### src/rtl/uart_pkg.sv
// uart_pkg: state encoding and frame constants shared by the UART transmitter and receiver
package uart_pkg;
    typedef enum logic [1:0] {
        IDLE       = 2'b00,
        START      = 2'b01,
        DATA_BURST = 2'b10,
        STOP       = 2'b11
    } uart_state_t;
    localparam int   DEF_CLKS_PER_BIT = 521;
    localparam int   DATA_BITS        = 8;
    localparam logic START_LEVEL      = 1'b0;
    localparam logic STOP_LEVEL       = 1'b1;
endpackage

### src/rtl/uart_tx_fifo.sv
// uart_tx_fifo: single-clock byte FIFO with wrap-bit pointers for full/empty detection
module uart_tx_fifo #(
    parameter int DEPTH = 4
) (
    input  logic                     clk,
    input  logic                     rst_n,
    input  logic                     push,
    input  logic                     pop,
    input  logic [7:0]               din,
    output logic [7:0]               dout,
    output logic                     full,
    output logic                     empty,
    output logic [$clog2(DEPTH):0]   count
);
    localparam int AW = $clog2(DEPTH);
    logic [7:0]  r_mem [DEPTH];
    logic [AW:0] r_wp;
    logic [AW:0] r_rp;
    logic        w_push;
    logic        w_pop;
    assign count  = r_wp - r_rp;
    assign full   = count == (AW+1)'(DEPTH);
    assign empty  = r_wp == r_rp;
    assign dout   = r_mem[r_rp[AW-1:0]];
    assign w_push = push && !full;
    assign w_pop  = pop && !empty;
    // storage write; contents need no reset since empty masks them
    always_ff @(posedge clk)
        if (w_push) r_mem[r_wp[AW-1:0]] <= din;
    // pointer advance on accepted push/pop
    always_ff @(posedge clk or negedge rst_n)
        if (!rst_n) begin
            r_wp <= '0;
            r_rp <= '0;
        end else begin
            if (w_push) r_wp <= r_wp + 1'b1;
            if (w_pop)  r_rp <= r_rp + 1'b1;
        end
endmodule

### src/rtl/uart_tx.sv
// uart_tx: buffered 8N1 serial transmitter with valid/ready byte input
module uart_tx
    import uart_pkg::*;
#(
    parameter int CLKS_PER_BIT = DEF_CLKS_PER_BIT,
    parameter int FIFO_DEPTH   = 4
) (
    input  logic                          tx_clk,
    input  logic                          tx_rst_n,
    input  logic [7:0]                    tx_data,
    input  logic                          tx_valid,
    output logic                          tx_ready,
    output logic                          tx_out,
    output logic                          tx_busy,
    output logic [$clog2(FIFO_DEPTH):0]   tx_fifo_count
);
    localparam int CW = $clog2(CLKS_PER_BIT);
    uart_state_t r_state;
    logic [CW-1:0] r_cnt;
    logic [2:0]    r_bitpos;
    logic [7:0]    r_shift;
    logic          r_out;
    logic          r_busy;
    logic          w_full;
    logic          w_empty;
    logic          w_last;
    logic          w_pop;
    logic [7:0]    w_dout;
    uart_tx_fifo #(.DEPTH(FIFO_DEPTH)) u_fifo (
        .clk   (tx_clk),
        .rst_n (tx_rst_n),
        .push  (tx_valid && tx_ready),
        .pop   (w_pop),
        .din   (tx_data),
        .dout  (w_dout),
        .full  (w_full),
        .empty (w_empty),
        .count (tx_fifo_count)
    );
    assign tx_ready = !w_full;
    assign tx_out   = r_out;
    assign tx_busy  = r_busy;
    assign w_last   = r_cnt == CW'(CLKS_PER_BIT - 1);
    assign w_pop    = !w_empty && (r_state == IDLE || (r_state == STOP && w_last));
    // frame sequencer: output level is registered one step ahead of each state
    always_ff @(posedge tx_clk or negedge tx_rst_n)
        if (!tx_rst_n) begin
            r_state  <= IDLE;
            r_cnt    <= '0;
            r_bitpos <= '0;
            r_shift  <= '0;
            r_out    <= STOP_LEVEL;
            r_busy   <= 1'b0;
        end else begin
            case (r_state)
                IDLE:
                    if (w_pop) begin
                        r_shift  <= w_dout;
                        r_cnt    <= '0;
                        r_bitpos <= '0;
                        r_state  <= START;
                        r_out    <= START_LEVEL;
                        r_busy   <= 1'b1;
                    end
                START:
                    if (w_last) begin
                        r_cnt   <= '0;
                        r_state <= DATA_BURST;
                        r_out   <= r_shift[0];
                    end else r_cnt <= r_cnt + 1'b1;
                DATA_BURST:
                    if (w_last) begin
                        r_cnt <= '0;
                        if (r_bitpos == 3'(DATA_BITS - 1)) begin
                            r_state <= STOP;
                            r_out   <= STOP_LEVEL;
                        end else begin
                            r_bitpos <= r_bitpos + 3'd1;
                            r_out    <= r_shift[r_bitpos + 3'd1];
                        end
                    end else r_cnt <= r_cnt + 1'b1;
                STOP:
                    if (w_last) begin
                        r_cnt <= '0;
                        if (w_pop) begin
                            r_shift  <= w_dout;
                            r_bitpos <= '0;
                            r_state  <= START;
                            r_out    <= START_LEVEL;
                        end else begin
                            r_state <= IDLE;
                            r_busy  <= 1'b0;
                        end
                    end else r_cnt <= r_cnt + 1'b1;
            endcase
        end
endmodule

### config.mk
export PLATFORM = sky130hd
export DESIGN_NAME = uart_tx
export DESIGN_NICKNAME = d
export VERILOG_FILES = /design/src/rtl/uart_pkg.sv /design/src/rtl/uart_tx_fifo.sv /design/src/rtl/uart_tx.sv
export SDC_FILE = /design/constraint.sdc
export NUM_CORES = 1
export LEC_CHECK = 0
export CELL_PAD_IN_SITES_DETAIL_PLACEMENT = 1
export CELL_PAD_IN_SITES_GLOBAL_PLACEMENT = 2
export CORE_ASPECT_RATIO = 1.4
export CORE_UTILIZATION = 23
export DETAILED_ROUTE_END_ITERATION = 12
export PLACE_DENSITY = 0.47
export SLEW_MARGIN = 10
export SYNTH_ARGS = -nofsm -noshare
export SYNTH_HDL_FRONTEND = slang
export SYNTH_SLANG_ARGS = --single-unit
### constraint.sdc
create_clock -name tx_clk -period 2.2 [get_ports tx_clk]
set_input_delay 0.44 -clock tx_clk [delete_from_list [all_inputs] [get_ports tx_clk]]
set_output_delay 0.44 -clock tx_clk [all_outputs]
set_load 0.01 [all_outputs]
==> flow_summary.html <==
<table>
<tr><th>Metric</th><th>Value</th></tr>
<tr><th colspan="2">CTS</th></tr>
<tr><td>Worst-path clk slew</td><td>approximately 60 ps</td></tr>
<tr><td>H-tree depth</td><td>3</td></tr>
<tr><td>Maximum count of clock buffers along a single path</td><td>2</td></tr>
<tr><td>Hold-fix buffers, CTS</td><td>0</td></tr>
<tr><td>Clk Tree Root Cell</td><td>sky130_fd_sc_hd__clkbuf_16</td></tr>
<tr><td>Clock tree from TritonCTS</td><td>built</td></tr>
<tr><td>CTS Sinks</td><td>63</td></tr>
<tr><td>Number of CTS-inserted buffers</td><td>9</td></tr>
<tr><td>Clock latency on the worst-skew pair</td><td>330 ps</td></tr>
<tr><th colspan="2">Status</th></tr>
<tr><td>Failing checks</td><td>negative setup slack</td></tr>
<tr><td>Outcome</td><td>finished, violations left</td></tr>
<tr><th colspan="2">Die</th></tr>
<tr><td>Die Wd</td><td>between 100 and 150 um</td></tr>
<tr><td>Vertical die dimension</td><td>139 um</td></tr>
<tr><td>Total I/O pin count</td><td>17</td></tr>
<tr><td>Total Die Area</td><td>13900 um^2</td></tr>
<tr><td>Placeable Area</td><td>13000 um^2</td></tr>
<tr><td>Number of rows created at floorplan</td><td>49</td></tr>
<tr><td>Starting utilization of the core area</td><td>0.238</td></tr>
<tr><th colspan="2">STA</th></tr>
<tr><td>Final count of hold timing violations</td><td>0</td></tr>
<tr><td>Setup repair after global routing missed its margin</td><td>true</td></tr>
<tr><td>Worst relative slew slack</td><td>0.705</td></tr>
<tr><td>Fraction of the cycle the final worst path needs</td><td>1.00</td></tr>
<tr><td>Maximum frequency from static timing analysis</td><td>roughly 450 MHz</td></tr>
<tr><td>Worst Skew</td><td>around 6.8 ps</td></tr>
<tr><td>Worst Hold Slack</td><td>511 ps</td></tr>
<tr><td>Max-slew violation count</td><td>0</td></tr>
<tr><td>Least-Margin Pin Slew</td><td>442 ps</td></tr>
<tr><td>Time the final worst path needs with I/O delays and setup</td><td>2200 ps</td></tr>
<tr><td>Final setup violation count</td><td>1</td></tr>
<tr><td>Post-layout worst setup margin</td><td>-4.88 ps</td></tr>
<tr><th colspan="2">GRT</th></tr>
<tr><td>Via count of the first global-routing pass</td><td>2149</td></tr>
<tr><td>Global routing usage summed across all routing layers</td><td>0.116</td></tr>
<tr><td>Largest net degree at the start of global routing</td><td>32</td></tr>
<tr><td>Gr ovfl total</td><td>0</td></tr>
<tr><td>Initial antenna violation count</td><td>0</td></tr>
<tr><td>First-pass GRT wire length</td><td>11900 um</td></tr>
<tr><th colspan="2">Yosys</th></tr>
<tr><td>Library cells used by synthesis</td><td>51</td></tr>
<tr><td>Primary FF master, synth</td><td>sky130_fd_sc_hd__edfxtp_1</td></tr>
<tr><td>Post-Syn Area</td><td>3100 um^2</td></tr>
<tr><td>Average footprint of a synthesized cell</td><td>around 14 um^2</td></tr>
<tr><td>Mapped Nets</td><td>243</td></tr>
<tr><td>Number of flops mapped to enable cells by yosys</td><td>32</td></tr>
<tr><td>Number of flip-flops and latches in the synthesized netlist</td><td>63</td></tr>
<tr><td>Number of warnings printed during yosys synthesis</td><td>0</td></tr>
<tr><td>Register area share after synthesis</td><td>0.561</td></tr>
<tr><td>Cells after synthesis</td><td>about 220</td></tr>
<tr><td>Post-synth ARST share</td><td>0.492</td></tr>
<tr><th colspan="2">Cells and area</th></tr>
<tr><td>Antenna diode instance count</td><td>0</td></tr>
<tr><td>Number of filler cells placed in the layout</td><td>1427</td></tr>
<tr><td>Layout overhead on the synthesized area</td><td>28.5%</td></tr>
<tr><td>Number of nets in the final layout</td><td>291</td></tr>
<tr><td>Final cell count without fillers</td><td>446</td></tr>
<tr><td>Proportion of layout cells with a drive suffix above 1</td><td>0.306</td></tr>
<tr><td>Summed area of non-filler cells in the final layout</td><td>3980 um^2</td></tr>
<tr><td>Core Util, Final</td><td>0.306</td></tr>
<tr><th colspan="2">Worst setup path</th></tr>
<tr><td>Flop2flop setup slack</td><td>around 70 ps</td></tr>
<tr><td>Series of cell instances along the critical path</td><td>ha_4 &gt; fa_2 &gt; xor3_2 &gt; buf_6 &gt; nand3_2 &gt; buf_6</td></tr>
<tr><td>Slowest stage cell on the critical path</td><td>sky130_fd_sc_hd__dfrtp_1</td></tr>
<tr><td>Largest stage delay on the critical path</td><td>410 ps</td></tr>
<tr><td>Buf+Inv Stages, Crit Path</td><td>2</td></tr>
<tr><td>Arrival time at the worst endpoint</td><td>1760 ps</td></tr>
<tr><td>Category of the critical setup timing path</td><td>reg2out</td></tr>
<tr><td>Data required time at the worst endpoint</td><td>between 1500 and 2000 ps</td></tr>
<tr><td>CP Capture Type</td><td>output port</td></tr>
<tr><td>Crit path launch type</td><td>flip-flop</td></tr>
<tr><td>Dominant cell type by count on the critical path</td><td>sky130_fd_sc_hd__buf_6</td></tr>
<tr><td>Delay-heaviest family, CP</td><td>adder cells</td></tr>
<tr><td>Largest fanout on the critical path</td><td>2</td></tr>
<tr><th colspan="2">Place</th></tr>
<tr><td>Cell total after placement</td><td>427</td></tr>
<tr><td>DP Area</td><td>3670 um^2</td></tr>
<tr><td>IO Port Bufs</td><td>16</td></tr>
<tr><td>RePlAce Congestion</td><td>about 0.68</td></tr>
<tr><td>HPWL reported at the end of detailed placement</td><td>about 5100 um</td></tr>
<tr><th colspan="2">Power</th></tr>
<tr><td>Total power divided by cell area</td><td>roughly 1500 nW/um^2</td></tr>
<tr><td>Worst voltage drop across the vdd grid</td><td>0.000412 V</td></tr>
<tr><td>Total leakage power</td><td>approximately 0.0015 uW</td></tr>
<tr><th colspan="2">Drt</th></tr>
<tr><td>DRC violation total after the first TritonRoute iteration</td><td>60</td></tr>
<tr><td>Total wire length after detailed routing</td><td>7290 um</td></tr>
<tr><td>Total via count in the routed design</td><td>1909</td></tr>
<tr><td>Detailed Routing Iterations Pass 1</td><td>4</td></tr>
<tr><td>Via/cell ratio</td><td>4.28</td></tr>
<tr><td>Antenna Nets Post-Route</td><td>0</td></tr>
<tr><td>Routed len/inst</td><td>roughly 16 um</td></tr>
<tr><td>DRC violations left</td><td>0</td></tr>
<tr><th colspan="2">Job</th></tr>
<tr><td>Max Cap Violations</td><td>0</td></tr>
<tr><th colspan="2">Hold path</th></tr>
<tr><td>Class of the worst hold path</td><td>reg2reg</td></tr>
</table>
-- worst paths after layout --
check	startpoint	end	depth (start not counted)
hold / removal	r_bitpos[2]	r_bitpos[2]	1
setup / recovery	u_fifo.r_rp[0]	tx_ready	6
min in group asynchronous	tx_rst_n	r_cnt[1]	2
hold reg to reg	r_bitpos[2]	r_bitpos[2]	1
max in group asynchronous	tx_rst_n	tx_out	2
setup reg to reg	u_fifo.r_rp[0]	u_fifo.r_mem[0][1]	6
-- timing repair --
item,in CTS,in global routing
gates resized for setup,21,4
gates cloned,1,0
setup buffers,4,1
pin swaps,5,4
endpoints found under the setup margin,12,47
-- per-layer routing --
layer | GRT usage | part of all wire | vias up
li1 | - | - | 916
met1 | 0.129 | 0.41 | 961
met3 | 0.0186 | 0.022 | 11
met5 | 0 | 0 | -
met2 | 0.211 | 0.55 | 21
met4 | 0.0572 | 0.020 | 0
-- power by group --
part	leakage (uW)	switching [uW]	internal [uW]
Combinational	0.000737	1310	1400
Sequential	0.000678	202	1600
Clock	0.000134	572	775
-- placed cells by master (no fill, tap or decap), types with 2 or more instances in the layout --
master / n
sky130_fd_sc_hd__clkdlybuf4s50_1: 13
sky130_fd_sc_hd__inv_1: 10
sky130_fd_sc_hd__nor2b_1: 3
sky130_fd_sc_hd__clkbuf_16: 9
sky130_fd_sc_hd__mux2_2: 2
sky130_fd_sc_hd__mux2_4: 8
sky130_fd_sc_hd__nor2_1: 9
sky130_fd_sc_hd__o41ai_1: 2
sky130_fd_sc_hd__o211ai_1: 4
sky130_fd_sc_hd__nor3_1: 4
sky130_fd_sc_hd__and2_1: 2
sky130_fd_sc_hd__nand2b_1: 3
sky130_fd_sc_hd__and2_4: 5
sky130_fd_sc_hd__xor2_1: 5
sky130_fd_sc_hd__nor4_1: 3
sky130_fd_sc_hd__dfrtp_1: 30
sky130_fd_sc_hd__nand3_2: 2
sky130_fd_sc_hd__xnor2_1: 4
sky130_fd_sc_hd__o21ai_0: 9
sky130_fd_sc_hd__buf_4: 21
sky130_fd_sc_hd__mux4_2: 10
sky130_fd_sc_hd__ha_1: 15
sky130_fd_sc_hd__buf_6: 3
sky130_fd_sc_hd__edfxtp_1: 32
sky130_fd_sc_hd__nand2_1: 6
sky130_fd_sc_hd__mux2i_1: 2
sky130_fd_sc_hd__or3_1: 5
sky130_fd_sc_hd__nand3_1: 5
sky130_fd_sc_hd__a21oi_1: 3
sky130_fd_sc_hd__a31oi_1: 2
sky130_fd_sc_hd__clkinvlp_4: 2
sky130_fd_sc_hd__a22o_1: 2
sky130_fd_sc_hd__clkinv_4: 2
sky130_fd_sc_hd__and4_1: 2
-- cell usage after synthesis, drive strengths merged, types with 2 or more instances --
| cell | number | area [um^2] |
|---|---|---|
| and2 | 6 | 37.5 |
| mux2 | 10 | 143 |
| nor3 | 5 | 30.0 |
| o2111ai | 2 | 23.8 |
| xnor2 | 4 | 35.0 |
| and4 | 3 | 28.8 |
| mux2i | 2 | 20.0 |
| nor2 | 9 | 33.8 |
| dfrtp | 30 | 751 |
| a31oi | 3 | 33.8 |
| nand2 | 6 | 22.5 |
| xor2 | 6 | 60.1 |
| o41ai | 2 | 17.5 |
| mux4 | 10 | 225 |
| a22o | 2 | 17.5 |
| buf | 2 | 15.0 |
| nand3 | 7 | 35.0 |
| or3 | 5 | 31.3 |
| nor2b | 3 | 18.8 |
| inv | 11 | 41.3 |
| o21ai | 10 | 50.0 |
| nor4 | 3 | 18.8 |
| nand2b | 3 | 18.8 |
| edfxtp | 32 | 961 |
| ha | 16 | 200 |
| a21oi | 4 | 23.8 |
| clkbuf | 2 | 8.75 |
| o211ai | 4 | 30.0 |
-- sequential cells by signal, summed over array words and instances, names as in the netlist --
register,count
u_fifo.r_mem,32
r_cnt,10
r_shift,8
r_bitpos,3
u_fifo.r_rp,3
u_fifo.r_wp,3
r_state,2
tx_busy,1
tx_out,1
-- metrics by stage --
step / worst slack (ps) / TNS (ps) / power (uW)
global placement: -85.7 / -85.7 / 4390
detailed placement: -129 / -358 / 4420
CTS: -221 / -3650 / 5990
floorplan: 25.5 / 0 / 3370
finish: -4.88 / -4.88 / 5860
global route: -42.8 / -75.8 / 6270
-- kinds of logic after synthesis --
family	Yosys count	share of synthesized area
buffers and inverters	15	0.0210
flip-flops	63	0.561
AND/OR/NAND/NOR	54	0.102
AO/OA/AOI/OAI	33	0.0800
adder cells (fa/ha/maj)	17	0.0711
multiplexers	22	0.125
XOR/XNOR	11	0.0388
-- final cells by class --
type	count	area (um^2)	area share
clock buffers	9	225	0.0566
clock inverters	7	57.6	0.0145
inverters	11	41.3	0.0104
multi-input cells	138	1340	0.336
flip-flops and latches	63	1740	0.437
well taps	178	223	0.0560
repair buffers	40	358	0.0899
Note: power is estimated with default switching activity, not from simulation.
